[src/rtl/control_unit_mc.sv]
// Multi-cycle RV32I control unit: FETCH -> DECODE -> EXECUTE -> [MEM] -> WRITEBACK, driving an external ALU and memories.
// Define RV32I_CU_MISALIGN_TRAP_EN to trap on misaligned PCs. o_state: FETCH=0 DECODE=1 EXECUTE=2 MEM=3 WRITEBACK=4 TRAP=5.
`timescale 1ns/1ps
module control_unit_mc #(
    parameter int unsigned     XLEN     = 32,
    parameter int unsigned     PC_STEP  = 4,
    parameter logic [XLEN-1:0] RESET_PC = '0
) (
    input  logic            i_clk,
    input  logic            i_rst,
    input  logic [6:0]      i_opcode,
    input  logic [XLEN-1:0] i_rs1_data,
    input  logic [XLEN-1:0] i_rs2_data,
    input  logic [XLEN-1:0] i_imm,
    input  logic [XLEN-1:0] i_alu_out,
    input  logic            i_br_taken,
    input  logic            i_imem_ready,
    input  logic            i_dmem_ready,
    input  logic [XLEN-1:0] i_dmem_rdata,
    output logic            o_imem_req,
    output logic            o_dmem_req,
    output logic            o_dmem_we,
    output logic [XLEN-1:0] o_pc,
    output logic [XLEN-1:0] o_dmem_addr,
    output logic [XLEN-1:0] o_dmem_wdata,
    output logic [XLEN-1:0] o_alu_a,
    output logic [XLEN-1:0] o_alu_b,
    output logic            o_rf_wren,
    output logic [XLEN-1:0] o_rf_write_data,
    output logic [2:0]      o_state,
    output logic            o_trap
);

    localparam logic [6:0] OPC_LUI    = 7'b0110111;
    localparam logic [6:0] OPC_AUIPC  = 7'b0010111;
    localparam logic [6:0] OPC_JAL    = 7'b1101111;
    localparam logic [6:0] OPC_JALR   = 7'b1100111;
    localparam logic [6:0] OPC_BRANCH = 7'b1100011;
    localparam logic [6:0] OPC_LOAD   = 7'b0000011;
    localparam logic [6:0] OPC_STORE  = 7'b0100011;
    localparam logic [6:0] OPC_OPIMM  = 7'b0010011;
    localparam logic [6:0] OPC_OP     = 7'b0110011;

    localparam logic [XLEN-1:0] PC_INC = XLEN'(PC_STEP);

    typedef enum logic [2:0] {
        S_FETCH     = 3'd0,
        S_DECODE    = 3'd1,
        S_EXECUTE   = 3'd2,
        S_MEM       = 3'd3,
        S_WRITEBACK = 3'd4,
        S_TRAP      = 3'd5
    } state_t;

    state_t          r_state;
    state_t          w_state_nxt;

    logic [XLEN-1:0] r_pc;
    logic [XLEN-1:0] r_pc_next_seq;
    logic [XLEN-1:0] r_alu_res;
    logic            r_taken_q;
    logic [XLEN-1:0] r_load_data;

    logic            w_seq_load;
    logic            w_exec_load;
    logic            w_ld_load;
    logic            w_pc_load;
    logic            w_is_load;
    logic            w_is_store;
    logic [XLEN-1:0] w_pc_target;

    assign w_is_load  = (i_opcode == OPC_LOAD);
    assign w_is_store = (i_opcode == OPC_STORE);

    // Redirect target chosen at WRITEBACK; unknown opcodes fall through sequentially.
    always_comb begin
        w_pc_target = r_pc_next_seq;
        case (i_opcode)
            OPC_BRANCH: w_pc_target = r_taken_q ? r_alu_res : r_pc_next_seq;
            OPC_JAL:    w_pc_target = r_alu_res;
            OPC_JALR:   w_pc_target = {r_alu_res[XLEN-1:1], 1'b0};
            default:    w_pc_target = r_pc_next_seq;
        endcase
    end

`ifdef RV32I_CU_MISALIGN_TRAP_EN
    logic r_trap;
    logic w_trap_set;
    logic w_misalign;

    assign w_misalign = (w_pc_target[1:0] != 2'b00);
    assign o_trap     = r_trap;
`else
    assign o_trap     = 1'b0;
`endif

    // State register.
    always_ff @(posedge i_clk) begin
        if (i_rst) begin
            r_state <= S_FETCH;
        end else begin
            r_state <= w_state_nxt;
        end
    end

    // Next-state and per-state outputs.
    always_comb begin
        w_state_nxt     = r_state;
        w_seq_load      = 1'b0;
        w_exec_load     = 1'b0;
        w_ld_load       = 1'b0;
        w_pc_load       = 1'b0;
        o_imem_req      = 1'b0;
        o_dmem_req      = 1'b0;
        o_dmem_we       = 1'b0;
        o_dmem_addr     = '0;
        o_dmem_wdata    = '0;
        o_alu_a         = '0;
        o_alu_b         = '0;
        o_rf_wren       = 1'b0;
        o_rf_write_data = '0;
`ifdef RV32I_CU_MISALIGN_TRAP_EN
        w_trap_set      = 1'b0;
`endif

        case (r_state)
            S_FETCH: begin
                o_imem_req = 1'b1;
                if (i_imem_ready) begin
                    w_seq_load  = 1'b1;
                    w_state_nxt = S_DECODE;
                end
            end

            S_DECODE: begin
                w_state_nxt = S_EXECUTE;
            end

            S_EXECUTE: begin
                w_exec_load = 1'b1;
                case (i_opcode)
                    OPC_OP: begin
                        o_alu_a = i_rs1_data;
                        o_alu_b = i_rs2_data;
                    end
                    OPC_OPIMM, OPC_LOAD, OPC_STORE, OPC_JALR: begin
                        o_alu_a = i_rs1_data;
                        o_alu_b = i_imm;
                    end
                    OPC_BRANCH, OPC_JAL, OPC_AUIPC: begin
                        o_alu_a = r_pc;
                        o_alu_b = i_imm;
                    end
                    OPC_LUI: begin
                        o_alu_b = i_imm;
                    end
                    default: ;
                endcase
                w_state_nxt = (w_is_load || w_is_store) ? S_MEM : S_WRITEBACK;
            end

            S_MEM: begin
                o_dmem_req   = 1'b1;
                o_dmem_addr  = r_alu_res;
                o_dmem_we    = w_is_store;
                o_dmem_wdata = i_rs2_data;
                if (i_dmem_ready) begin
                    w_ld_load   = w_is_load;
                    w_state_nxt = S_WRITEBACK;
                end
            end

            S_WRITEBACK: begin
`ifdef RV32I_CU_MISALIGN_TRAP_EN
                if (w_misalign) begin
                    w_trap_set  = 1'b1;
                    w_state_nxt = S_TRAP;
                end else begin
                    w_pc_load   = 1'b1;
                    w_state_nxt = S_FETCH;
                end
`else
                w_pc_load   = 1'b1;
                w_state_nxt = S_FETCH;
`endif
                case (i_opcode)
                    OPC_OP, OPC_OPIMM, OPC_LUI, OPC_AUIPC: begin
                        o_rf_wren       = w_pc_load;
                        o_rf_write_data = w_pc_load ? r_alu_res : '0;
                    end
                    OPC_LOAD: begin
                        o_rf_wren       = w_pc_load;
                        o_rf_write_data = w_pc_load ? r_load_data : '0;
                    end
                    OPC_JAL, OPC_JALR: begin
                        o_rf_wren       = w_pc_load;
                        o_rf_write_data = w_pc_load ? r_pc_next_seq : '0;
                    end
                    default: ;
                endcase
            end

            S_TRAP: begin
                w_state_nxt = S_TRAP;
            end

            default: begin
                w_state_nxt = S_FETCH;
            end
        endcase

        // A reset edge abandons the instruction, so the register file must not commit.
        if (i_rst) begin
            o_rf_wren       = 1'b0;
            o_rf_write_data = '0;
        end
    end

    // Datapath registers.
    always_ff @(posedge i_clk) begin
        if (i_rst) begin
            r_pc          <= RESET_PC;
            r_pc_next_seq <= '0;
            r_alu_res     <= '0;
            r_taken_q     <= 1'b0;
            r_load_data   <= '0;
        end else begin
            if (w_seq_load) begin
                r_pc_next_seq <= r_pc + PC_INC;
            end
            if (w_exec_load) begin
                r_alu_res <= i_alu_out;
                r_taken_q <= i_br_taken;
            end
            if (w_ld_load) begin
                r_load_data <= i_dmem_rdata;
            end
            if (w_pc_load) begin
                r_pc <= w_pc_target;
            end
        end
    end

`ifdef RV32I_CU_MISALIGN_TRAP_EN
    // Sticky trap flag, cleared only by reset.
    always_ff @(posedge i_clk) begin
        if (i_rst) begin
            r_trap <= 1'b0;
        end else if (w_trap_set) begin
            r_trap <= 1'b1;
        end
    end
`endif

    assign o_pc    = r_pc;
    assign o_state = r_state;

endmodule
[config.mk]
export PLATFORM = sky130hd
export DESIGN_NAME = control_unit_mc
export DESIGN_NICKNAME = d
export VERILOG_FILES = /design/src/rtl/control_unit_mc.sv
export SDC_FILE = /design/constraint.sdc
export NUM_CORES = 1
export LEC_CHECK = 0
export BUFFER_PORTS_ARGS = -buffer_cell sky130_fd_sc_hd__buf_2
export CAP_MARGIN = 20
export CORE_AREA = 2 2 145 147
export CTS_BUF_LIST = sky130_fd_sc_hd__clkbuf_8
export DETAILED_ROUTE_END_ITERATION = 7
export DIE_AREA = 0 0 147 149
export PLACE_DENSITY = 0.68
export SLEW_MARGIN = 5
export SYNTH_ARGS = -nofsm -noshare
export SYNTH_HDL_FRONTEND = slang
export SYNTH_SLANG_ARGS = --single-unit
[constraint.sdc]
create_clock -name i_clk -period 1.8 [get_ports i_clk]
set_input_delay 0.09 -clock i_clk [delete_from_list [all_inputs] [get_ports i_clk]]
set_output_delay 0.09 -clock i_clk [all_outputs]
set_load 0.01 [all_outputs]
* After elaboration in Yosys (flattened, before gate mapping) *
Index checks and enable logic that the tools add are counted.

storage, ports and cells
  register bits after elaboration = 132
  output and inout port bits = 200
  word-level logic and storage cells = 59

operators by class
  add/sub/neg operators = 1
  equality and inequality tests = 16
  muxes and demuxes = 27
  reduce and logical (&&, ||, !) cells = 9

operators with widths
  operator                 count
  $mux W32                 7
  $pmux W32 S3             2
  $pmux W32 S2             2
  $add A32 B3 Y32 const B  1
  $eq A7 B6 Y1 const B     3
  $eq A7 B7 Y1 const B     3
  $pmux W3 S5              1
  $eq A7 B5 Y1 const B     2
  $mux W1                  12
  $mux W3                  3
  $reduce_or A8 Y1         1
  $eq A7 B2 Y1 const B     1
  $reduce_or A7 Y1         1
  $eq A3 B2 Y1 const B     2
  $eq A3 B3 Y1 const B     2
  $reduce_or A5 Y1         1
  $ne A2 B2 Y1 const B     2
  $reduce_or A4 Y1         1
  $eq A3 B1 Y1 const B     1
  $logic_not A3 Y1         1
  $reduce_or A3 Y1         1
  $reduce_and A2 Y1        1
  $reduce_or A2 Y1         1
  $logic_or A1 B1 Y1       1

* Longest topological paths before layout *
  depth after elaboration = 5
  depth in mapped cells = 7
  mapped depth without buffers = 5

* Worst setup path before layout *
Ideal clock, no wire load.

  path type = flip-flop to flip-flop
  start point = register r_pc[11] (netlist: o_pc[11])
  end point = register r_pc_next_seq[28]
  library setup time = 0.074 ns
  data arrival time = 1.927 ns
  required time = 1.726 ns
  slack = -0.201 ns
  cell stages (with the launch flop) = 6
  clock period less this slack = 2.001 ns
  cell sequence = dfxtp_1 -> nand4_2 -> or4_1 -> buf_2 -> or4_1 -> a31oi_1

on the way
  longest elaborated chain between the ends = 1

RTL lines
  element                   line  RTL
  start: declaration        58    logic [XLEN-1:0] r_pc;
  start signal: assignment  239   r_pc <= w_pc_target;
  $add A32 B3 Y32           229   r_pc_next_seq <= r_pc + PC_INC;
  end signal: assignment    229
  end: declaration          59    logic [XLEN-1:0] r_pc_next_seq;

Every way passes these cells.
A chain may end at the register's enable or synchronous reset.

* Final worst setup path *
  start point = register r_state[0] (netlist: o_state[0])
  end point = output port o_alu_a[0]

on the way
  longest elaborated chain between the ends = 2

RTL lines
  element                   line  RTL
  start: declaration        55    state_t r_state;
  start signal: assignment  102   r_state <= w_state_nxt;
  $eq A3 B2 Y1              126   case (r_state)
  $mux W32                  126
  end: declaration          26    output logic [XLEN-1:0] o_alu_a,

Every way passes these cells.

==> impl_results.md <==
* Status: finished with violations
* Failing checks: setup timing
* Vias in the first global route at about 8600
* Die width at approximately 150 microns
* Post-Synth Simple-Gate Area at between 20% and 30%
* Core area at around 20000 sq um
* GPL Wtd Cong at 0.855
* Unrepaired setup endpoints after global routing: true
* Final hold viol count at 0
* #FFs+latches synth at around 130
* Layout cells sized above 1 at a little under half
* Routed wire length at 37400 microns
* Top_reg_cell synth: dfxtp_1
* Sequential share of power at a little over two fifths
* Clk_lat worst skew at 0.46 ns
* Area share of the largest cell type after synthesis at between 30% and 40%
* Hpwl dp at ~21000 microns
* Synth cell types at 53
* Synth cell count leaders: nand2_1 (151), dfxtp_1 (132), nor2_1 (77), clkbuf_1 (76), and2_1 (65)
* Multiplexer share of the synthesized area at 4.58%
* First-pass GRT wire length at 49600 microns
* Total GRT Usage at just under 30%
* Grt ovf at 0
* Post-synth ARST share at 0%
* Leakage at approximately 0.0059 uW
* DR vias/cell at around 5.6
* Die area at between 20000 and 25000 sq um
* Leading area contributor after synthesis: dfxtp_1
* Switching component of the power at about 2200 uW
* Nets at roughly 1600
* Initial antenna violation count at 6
* Wire per inst at around 22 microns
* Area contributors post-synth: dfxtp_1 (37%), nand2_1 (7.8%), a22o_1 (6.2%)
* Standard-cell rows at 53
* Main combinational cell family by area after synthesis: compound AO/OA/AOI/OAI gates
* Switching Fraction at ~28%
* Largest net degree at the start of global routing at 80
* Post-Syn Area at 7240 sq um
* PD cells at ~570 nW/um^2
* P&R area growth vs syn at 84.8%
* Initial Util at 35.2%
* Number of I/O pins at 372
* Count of input and output buffers at 370
* Fin Clk Skew at 0.0177 ns
* Slew HR at between 60% and 70%
* Antenna-violating nets left at 0
* Root Driver: clkbuf_8
* Worst setup margin at -0.317 ns
* Post-place instance area at 9960 sq um
* Compound-Gate Fraction of Synth Area at around a quarter
* EDFF count, synth at 0
* Hold Path Class: input pin to flop
* Adder-cell share of the synthesized area at 0.173%
* Slew Viols, Final at 0
* Setup TNS at -43.28 ns
* Worst Tran Pin Value at roughly 0.53 ns
* Sequential-to-total area share from yosys stat at ~37%
* Max Buffers Root-to-Sink at 2
* Die height at 149 microns
* Worst VDD drop at 480 uV
* Period utilisation layout at 118%
* FMAX at roughly 470 MHz
* Multi-input logic area at between 4000 and 5000 sq um
* Critical path startpoint category: flop
* Synth Net Count at 1096
* # fillers at approximately 1600
* Sequential Area at 2660 sq um
* Setup crit end kind: primary output
* Max H-tree Level at 4
* Drt drc at 0
* CTS tree: built
* CP required at about 1.7 ns
* Via count at around 9700
* Clk slew on worst S/H paths at ~0.080 ns
* Setup-failing EPs final at 207
* Clock power share at between 30% and 40%
* Combinational Power Share at 20.1%
* P_int at roughly 5500 uW
* Critical path fanouts, max at 8
* Clock sinks at 132
* Crit path kind: flop to primary output
* WP data arrival at 2.03 ns
* Syn. warnings at 0
* Clock buffer count from CTS at 17
* Most common cell in the synthesized netlist: nand2_1
* Drt first pass iters at 6
* Mean Syn Cell Area at around 8 sq um
* Synth Instances at ~900
* Max_cap viols at 0
* Design area at 13400 sq um
* Iteration-0 DRC Markers at 1126
* Final Critical Period at around 2.1 ns
* Post-Synth XOR/XNOR Area at under 10%
per-stage QoR:
| stage | hold WS (ns) | setup slack [ns] | total power (uW) | std cells | utilization [%] |
|---|---|---|---|---|---|
| 5_1_grt | 0.161 | -0.395 | 7900 | 1723 | 65.0 |
| 2_1_floorplan | 0.226 | -0.0548 | 3760 | 923 | - |
| 3_5_place_dp | 0.326 | -0.0270 | 4330 | 1559 | 48.4 |
| 4_1_cts | 0.142 | -0.279 | 7360 | 1690 | 58.8 |
| 3_3_place_gp | 0.319 | -0.0196 | 4310 | 1559 | 48.4 |
| 6_report | 0.155 | -0.317 | 7640 | 1725 | 65.1 |
critical path: stages (launching register included):
cell       delay (ns)
dfxtp_2          0.35
nor2_4           0.17
nand2_4          0.12
a2111oi_4        0.21
buf_6            0.19
buf_12           0.12
buf_16           0.12
a22o_1           0.14
buf_2            0.14
logic make-up (layout without fill, tap and decap cells):
logic type,count (synthesis),after routing
adder cells (fa/ha/maj),1,1
AND/OR/NAND/NOR,374,374
other,1,5
XOR/XNOR,13,13
AO/OA/AOI/OAI,273,273
multiplexers,33,33
flip-flops,132,132
buffers and inverters,96,619
layout by cell type (no fill, tap or decap), types with 13 or more instances in the layout:
master         instances
a222oi_1              32
mux2i_1               32
o21ai_0               57
a22o_1                51
buf_12                28
dfxtp_1              120
nor2_1                44
clkbuf_8              20
buf_6                113
a32o_1                13
buf_4                 75
nand2_1              149
a31oi_1               45
nor2_4                31
and2_4                63
dlygate4sd3_1         67
clkbuf_16             13
buf_2                272
a21oi_1               45
registers in the layout, summed over array words and instances, names as in the netlist:
| register | flops |
|---|---|
| o_pc | 32 |
| r_alu_res | 32 |
| r_load_data | 32 |
| r_pc_next_seq | 32 |
| o_state | 3 |
| r_taken_q | 1 |
power by group through the flow:
stage | sequential, uW | combinational, uW | clock [uW]
2_1_floorplan | 3290 | 472 | 0
3_3_place_gp | 3280 | 1030 | 0
3_5_place_dp | 3290 | 1040 | 0
4_1_cts | 3230 | 1250 | 2890
5_1_grt | 3250 | 1640 | 3010
6_report | 3240 | 1530 | 2860
layout make-up:
cell class                      count  area share [%]
Multi-Input combinational cell    695            35.7
Clock inverter                     11            1.32
Sequential cell                   132            19.9
Antenna cell                        4          0.0748
Timing Repair Buffer              582            38.1
Inverter                            6           0.225
Tap cell                          275            2.57
Clock buffer                       20            2.06
routing by layer:
layer	track usage (%)	up-vias	routed length [microns]
met4	9.28	4	1050
met5	0	-	27
met3	5.54	79	2890
met1	37.5	4684	15200
li1	-	4425	-
met2	50.0	511	18300
final timing paths:
path | cells past startpoint | startpoint | slack, ns | endpoint
worst max-delay path | 8 | o_state[0] | -0.32 | o_alu_a[0]
worst min-delay path | 3 | i_rst | 0.15 | r_load_data[8]
worst max register to register | 9 | o_state[2] | -0.13 | r_load_data[1]
worst min register to register | 2 | r_taken_q | 0.45 | r_taken_q
what timing repair did:
item | CTS | global route
hold buffers | 67 | 0
gates resized for setup | 121 | 188
pin swaps | 30 | 53
endpoints found under the setup margin | 164 | 217
endpoints found under the hold margin | 67 | 0
gates cloned | 13 | 15
buffers inserted | 20 | 16
Power figures use the tool's default switching activity.
